--- src/rtl/video_pkg.sv ---
// Shared constants, arbiter state type and the phase-to-bank mapping used by
// the video RAM arbiter and its address generator.
package video_pkg;

  localparam logic [1:0] BANK_RED   = 2'd0;
  localparam logic [1:0] BANK_BLUE  = 2'd1;
  localparam logic [1:0] BANK_GREEN = 2'd2;
  localparam logic [1:0] BANK_ALTG  = 2'd3;

  // Last phase of each bank's fetch slot; PH_STEP closes the 8-phase group.
  localparam logic [2:0] PH_RED   = 3'd1;
  localparam logic [2:0] PH_BLUE  = 3'd3;
  localparam logic [2:0] PH_GREEN = 3'd5;
  localparam logic [2:0] PH_STEP  = 3'd7;

  typedef enum logic [1:0] {
    ST_IDLE,
    ST_WAIT,
    ST_ACCESS,
    ST_DONE
  } arb_state_e;

  function automatic logic [1:0] video_bank(input logic [2:0] hc, input logic altg);
    if (hc <= PH_RED)
      return BANK_RED;
    else if (hc <= PH_BLUE)
      return BANK_BLUE;
    else
      return altg ? BANK_ALTG : BANK_GREEN;
  endfunction

endpackage

--- src/rtl/vram_addr_gen.sv ---
// Pixel phase counter and linear video address, with line rounding on the
// falling edge of de, frame clear on vsync and wrap at the end of the frame.
module vram_addr_gen
  import video_pkg::*;
#(
  parameter int AW         = 13,
  parameter int LINE_BYTES = 32,
  parameter int LINES      = 256
) (
  input  logic          clock,
  input  logic          reset,
  input  logic          ce,
  input  logic          hsync,
  input  logic          vsync,
  input  logic          de,
  output logic [2:0]    hc,
  output logic [2:0]    hc_next,
  output logic [AW-1:0] vaddr_next
);

  localparam logic [AW-1:0] LAST_ADDR = AW'(LINES * LINE_BYTES - 1);
  localparam logic [AW-1:0] LINE_MASK = AW'(LINE_BYTES - 1);

  logic [2:0]    hc_q, hc_d;
  logic [AW-1:0] vaddr_q, vaddr_d;
  logic          de_q, de_d;
  logic [AW-1:0] line_end;

  always_comb begin
    hc_d     = hc_q;
    de_d     = de;
    vaddr_d  = vaddr_q;
    line_end = vaddr_q | LINE_MASK;
    if (hsync)
      hc_d = 3'd0;
    else if (ce)
      hc_d = hc_q + 3'd1;

    if (vsync)
      vaddr_d = '0;
    else if (ce && de && hc_q == PH_STEP)
      vaddr_d = (vaddr_q == LAST_ADDR) ? '0 : vaddr_q + AW'(1);
    else if (de_q && !de && (vaddr_q & LINE_MASK) != '0)
      // A line cut short still consumes a whole line of address space.
      vaddr_d = (line_end == LAST_ADDR) ? '0 : line_end + AW'(1);
  end

  always_ff @(posedge clock or posedge reset) begin
    if (reset) begin
      hc_q    <= 3'd0;
      vaddr_q <= '0;
      de_q    <= 1'b0;
    end else begin
      hc_q    <= hc_d;
      vaddr_q <= vaddr_d;
      de_q    <= de_d;
    end
  end

  assign hc         = hc_q;
  assign hc_next    = hc_d;
  assign vaddr_next = vaddr_d;

endmodule

--- src/rtl/vram_arbiter.sv ---
// Video RAM bus owner: video fetch in phases 0..5 while de=1, CPU accesses
// slotted into the remaining ce phases behind a req/ack handshake.
module vram_arbiter
  import video_pkg::*;
#(
  parameter int AW         = 13,
  parameter int LINE_BYTES = 32,
  parameter int LINES      = 256
) (
  input  logic          clock,
  input  logic          reset,
  input  logic          ce,
  input  logic          hsync,
  input  logic          vsync,
  input  logic          de,
  input  logic          altg,
  input  logic          cpu_req,
  input  logic          cpu_we,
  input  logic [1:0]    cpu_bank,
  input  logic [AW-1:0] cpu_addr,
  input  logic [7:0]    cpu_din,
  output logic [7:0]    cpu_dout,
  output logic          cpu_ack,
  output logic [1:0]    ram_bank,
  output logic [AW-1:0] ram_addr,
  output logic          ram_we,
  input  logic [7:0]    ram_d,
  output logic [7:0]    ram_q,
  output logic [2:0]    vid_phase
);

  logic [2:0]    hc, hc_next;
  logic [AW-1:0] vaddr_next;

  vram_addr_gen #(.AW(AW), .LINE_BYTES(LINE_BYTES), .LINES(LINES)) u_addr_gen (
    .clock      (clock),
    .reset      (reset),
    .ce         (ce),
    .hsync      (hsync),
    .vsync      (vsync),
    .de         (de),
    .hc         (hc),
    .hc_next    (hc_next),
    .vaddr_next (vaddr_next)
  );

  arb_state_e    state_q, state_d;
  logic          lat_we_q, lat_we_d;
  logic [1:0]    lat_bank_q, lat_bank_d;
  logic [AW-1:0] lat_addr_q, lat_addr_d;
  logic [7:0]    lat_din_q, lat_din_d;
  logic [7:0]    cpu_dout_q, cpu_dout_d;
  logic          cpu_ack_q, cpu_ack_d;
  logic [1:0]    ram_bank_q, ram_bank_d;
  logic [AW-1:0] ram_addr_q, ram_addr_d;
  logic          ram_we_q, ram_we_d;
  logic [7:0]    ram_q_q, ram_q_d;
  logic          video_next, cpu_take;

  // Bus outputs are registered, so ownership is decided for the phase the
  // counter is about to enter; outputs then line up with vid_phase.
  always_comb begin
    state_d    = state_q;
    lat_we_d   = lat_we_q;
    lat_bank_d = lat_bank_q;
    lat_addr_d = lat_addr_q;
    lat_din_d  = lat_din_q;
    cpu_dout_d = cpu_dout_q;
    cpu_ack_d  = 1'b0;
    ram_we_d   = 1'b0;
    ram_bank_d = ram_bank_q;
    ram_addr_d = ram_addr_q;
    ram_q_d    = ram_q_q;
    video_next = de && (hc_next <= PH_GREEN);
    cpu_take   = (state_q == ST_WAIT) && ce && !video_next;

    // An access in flight keeps the bus until its data has been captured.
    if (video_next && !(state_q == ST_ACCESS && !ce)) begin
      ram_bank_d = video_bank(hc_next, altg);
      ram_addr_d = vaddr_next;
    end

    case (state_q)
      ST_IDLE: begin
        if (cpu_req) begin
          lat_we_d   = cpu_we;
          lat_bank_d = cpu_bank;
          lat_addr_d = cpu_addr;
          lat_din_d  = cpu_din;
          state_d    = ST_WAIT;
        end
      end
      ST_WAIT: begin
        if (cpu_take) begin
          ram_bank_d = lat_bank_q;
          ram_addr_d = lat_addr_q;
          ram_q_d    = lat_din_q;
          ram_we_d   = lat_we_q;
          state_d    = ST_ACCESS;
        end
      end
      ST_ACCESS: begin
        if (ce) begin
          if (!lat_we_q)
            cpu_dout_d = ram_d;
          cpu_ack_d = 1'b1;
          state_d   = ST_DONE;
        end
      end
      default: state_d = ST_IDLE;
    endcase
  end

  always_ff @(posedge clock or posedge reset) begin
    if (reset) begin
      state_q    <= ST_IDLE;
      lat_we_q   <= 1'b0;
      lat_bank_q <= 2'd0;
      lat_addr_q <= '0;
      lat_din_q  <= 8'd0;
      cpu_dout_q <= 8'd0;
      cpu_ack_q  <= 1'b0;
      ram_bank_q <= 2'd0;
      ram_addr_q <= '0;
      ram_we_q   <= 1'b0;
      ram_q_q    <= 8'd0;
    end else begin
      state_q    <= state_d;
      lat_we_q   <= lat_we_d;
      lat_bank_q <= lat_bank_d;
      lat_addr_q <= lat_addr_d;
      lat_din_q  <= lat_din_d;
      cpu_dout_q <= cpu_dout_d;
      cpu_ack_q  <= cpu_ack_d;
      ram_bank_q <= ram_bank_d;
      ram_addr_q <= ram_addr_d;
      ram_we_q   <= ram_we_d;
      ram_q_q    <= ram_q_d;
    end
  end

  assign cpu_dout  = cpu_dout_q;
  assign cpu_ack   = cpu_ack_q;
  assign ram_bank  = ram_bank_q;
  assign ram_addr  = ram_addr_q;
  assign ram_we    = ram_we_q;
  assign ram_q     = ram_q_q;
  assign vid_phase = hc;

endmodule
--- config.mk ---
export PLATFORM = sky130hd
export DESIGN_NAME = vram_arbiter
export DESIGN_NICKNAME = d
export VERILOG_FILES = /design/src/rtl/video_pkg.sv /design/src/rtl/vram_addr_gen.sv /design/src/rtl/vram_arbiter.sv
export SDC_FILE = /design/constraint.sdc
export NUM_CORES = 1
export LEC_CHECK = 0
export ABC_AREA = 1
export BUFFER_PORTS_ARGS = -buffer_cell sky130_fd_sc_hd__buf_2
export CAP_MARGIN = 20
export CORE_ASPECT_RATIO = 0.7
export CORE_UTILIZATION = 50
export CTS_CLUSTER_SIZE = 24
export DETAILED_ROUTE_END_ITERATION = 12
export GPL_TIMING_DRIVEN = 1
export PLACE_DENSITY_LB_ADDON = 0.1
export SLEW_MARGIN = 5
export SYNTH_ARGS = -nofsm -noshare
export SYNTH_HDL_FRONTEND = slang
export SYNTH_SLANG_ARGS = --single-unit
--- constraint.sdc ---
create_clock -name clock -period 2.7 [get_ports clock]
set_input_delay 0.27 -clock clock [delete_from_list [all_inputs] [get_ports clock]]
set_output_delay 0.27 -clock clock [all_outputs]
set_load 0.005 [all_outputs]
==> flow_summary.ini <==
[worst_hold_path]
hold_class = input pin to async pin

[global_route]
antenna_found_initial = 0
grt_max_degree = 77
grt_pass1_wl_mm = 13.3
track_usage_pct = 21.7
grt_overflow_total = 0
grt_pass1_vias = 2811

[cts]
cts_setup_buffers = 0
ctsHoldBuffers = 0
cts_root_buffer = clkbuf_8
worstSkewPairLatency_ns = 0.35
cts_tree = yes
cts_resized = 0
cts_sinks = 76
clk_pin_slew_worst_paths_ns = 0.07
htreeDepth = 3
cts_buffers = 9
cts_buffer_depth = 2

[logic_synthesis]
synthesis.area_um2 = 3850
synthCells = 441
yosysTopAreaCellShare_pct = 49.4
synthTopCellsByArea = dfrtp_1 (49%), nand2_1 (14%), mux2_2 (8.8%)
synth_edf_count = 0
synth_nets = 490
ys_ff_latch = 76
syn_area_per_cell_um2 = 8.72
ys_warn_count = 0
synth_top_area_cell = dfrtp_1
synthArstFlopShare_pct = 100
yosysSeqAreaShare_pct = 49.4
ys.flop_type = dfrtp_1
yosysUniqueCellTypes = 30

[floorplanning]
io_pins = 76
die-area_um2 = 8050
start_util_pct = 52.1
core.rowCount = 26
dieWidth_um = 107
die_y_um = 75.4
core_area_um2 = 7380

[power_and_ir_drop]
irDropWorstVdd_mv = 0.578
leakagePower_nw = 2.44
power_density_nw_per_um2 = 806

[detailed_routing]
vias_per_cell = 5.13
wl_per_cell_um = 13.6
remaining_drc_errors = 0
drtIter0Drc = 278
dr.pass1.iters = 5
dr_total_vias = 3192
ant_nets = 0
wl_mm = 8.47

[status]
status = finished clean

[setup_path]
worstSetupPathType = register to register
cp-end-kind = register
rr_startpoint = u_addr_gen.hc[0]$_DFF_PP0_
path_max_fanout = 15
r2r_cells = 13
cp-startpoint = u_addr_gen.hc[0]$_DFF_PP0_
start_kind = register
crit_required_ns = 2.97
arrival_ns = 2.42

[placed_design]
gp_congestion = 0.876
dp_hpwl_mm = 6.09
io_buffers = 75

[sta]
setup_violations = 0
max_slew.worst_pin.slew_ns = 0.427
slew_headroom_pct = 71.5
fin_crit_ns = 2.16
hold_viol_final = 0
final_max_slew_viol_count = 0
rsz0062_at_grt = no
finClkSkew_ns = 0.00581
fmax_mhz = 464
tns_ns = 0
hold_slack_ns = 0.00237
fin_crit_sh_pct = 79.9

[finish]
areaGrowthSynthToFinish_pct = 15.8
fillers = 662
final_common_cell = nand2_1
drive_gt1_share_pct = 28.4
final_cell_mix = nand2_1 (143), dfrtp_1 (76), buf_2 (75), inv_1 (50)
diodes = 0
final_net_count = 569

[job]
cap_violations = 0
## through the flow
step,worst slack (ns),instances,area [um2],util [%],total power [mW]
final,0.544,622,4460,60.3,3.59
after global routing,0.306,622,4460,60.3,3.87
after CTS,0.537,622,4460,60.3,3.63
after detailed placement,0.534,607,4300,58.2,2.90
after global placement,0.622,607,4300,58.2,2.85
after floorplan,0.492,441,3850,-,2.48
## final timing paths
path | endpoint | slack, ns
worst min-delay path | cpu_dout[6]$_DFFE_PP0P_ | 0.002
max in group asynchronous | u_addr_gen.vaddr_q[11]$_DFF_PP0_ | 2.37
worst min register to register | ram_addr[11]$_DFF_PP0_ | 0.47
worst max-delay path | state_q[1]$_DFFE_PP0P_ | 0.54
min in group clock | u_addr_gen.de_q$_DFF_PP0_ | 0.13
worst max register to register | state_q[1]$_DFFE_PP0P_ | 0.54
## area by class of cell
type | count | area (um2) | area share (%)
sequential | 76 | 1900 | 42.7
tap | 98 | 123 | 2.75
clock buffer | 10 | 128 | 2.86
inverter | 58 | 218 | 4.89
timing repair buffer | 79 | 418 | 9.38
multi-input combinational | 296 | 1640 | 36.8
clock inverter | 5 | 30.0 | 0.674
## flip-flops by register name, summed over array words and instances (netlist names), 3 cells and up
register            cells
cpu_dout                8
lat_addr_q             13
lat_din_q               8
ram_addr               13
ram_q                   8
u_addr_gen.hc           3
u_addr_gen.vaddr_q     13
## power breakdown
| group | switching [mW] | internal, mW |
|---|---|---|
| sequential | 0.230 | 1.55 |
| combinational | 0.535 | 0.556 |
| clock | 0.398 | 0.323 |
## Yosys cell counts, drive strengths merged (2+ instances only)
cell type and instances:
inv 58, nor2 27, ha 9, buf 11, dfrtp 76, nand3 32
nand2 148, a21oi 11, a31oi 2, mux2 30, o211ai 4, o21ai 27
## cells by family (layout without fill, tap and decap cells)
family                   Yosys count  in the layout  synth area share, %
multiplexers                      30             30                 8.78
adder cells (fa/ha/maj)            9              9                 2.93
buffers and inverters             69            152                 7.97
AO/OA/AOI/OAI                     45             45                 6.83
XOR/XNOR                           1              1                0.228
AND/OR/NAND/NOR                  211            211                 23.8
flip-flops                        76             76                 49.4
## routing by layer
layer	vias up	global-route usage, %	wire [um]
met1	1518	29.7	3950
met5	-	0	0
met2	111	33.3	3860
met4	0	6.24	76
met3	11	7.10	578
li1	1552	-	-
## worst max-delay path, cell delays in order, from the launching register on
cell and delay, ns:
dfrtp_1 0.41, ha_1 0.21, ha_1 0.26, inv_1 0.03, nand2_1 0.06, nand2_2 0.07, nor2_4 0.13, nand2_4 0.08
nand2_2 0.08, nand3_4 0.16, buf_4 0.25, a21oi_2 0.18, nand2_1 0.07, o21ai_0 0.07
Note: power is estimated with default switching activity, not from simulation.
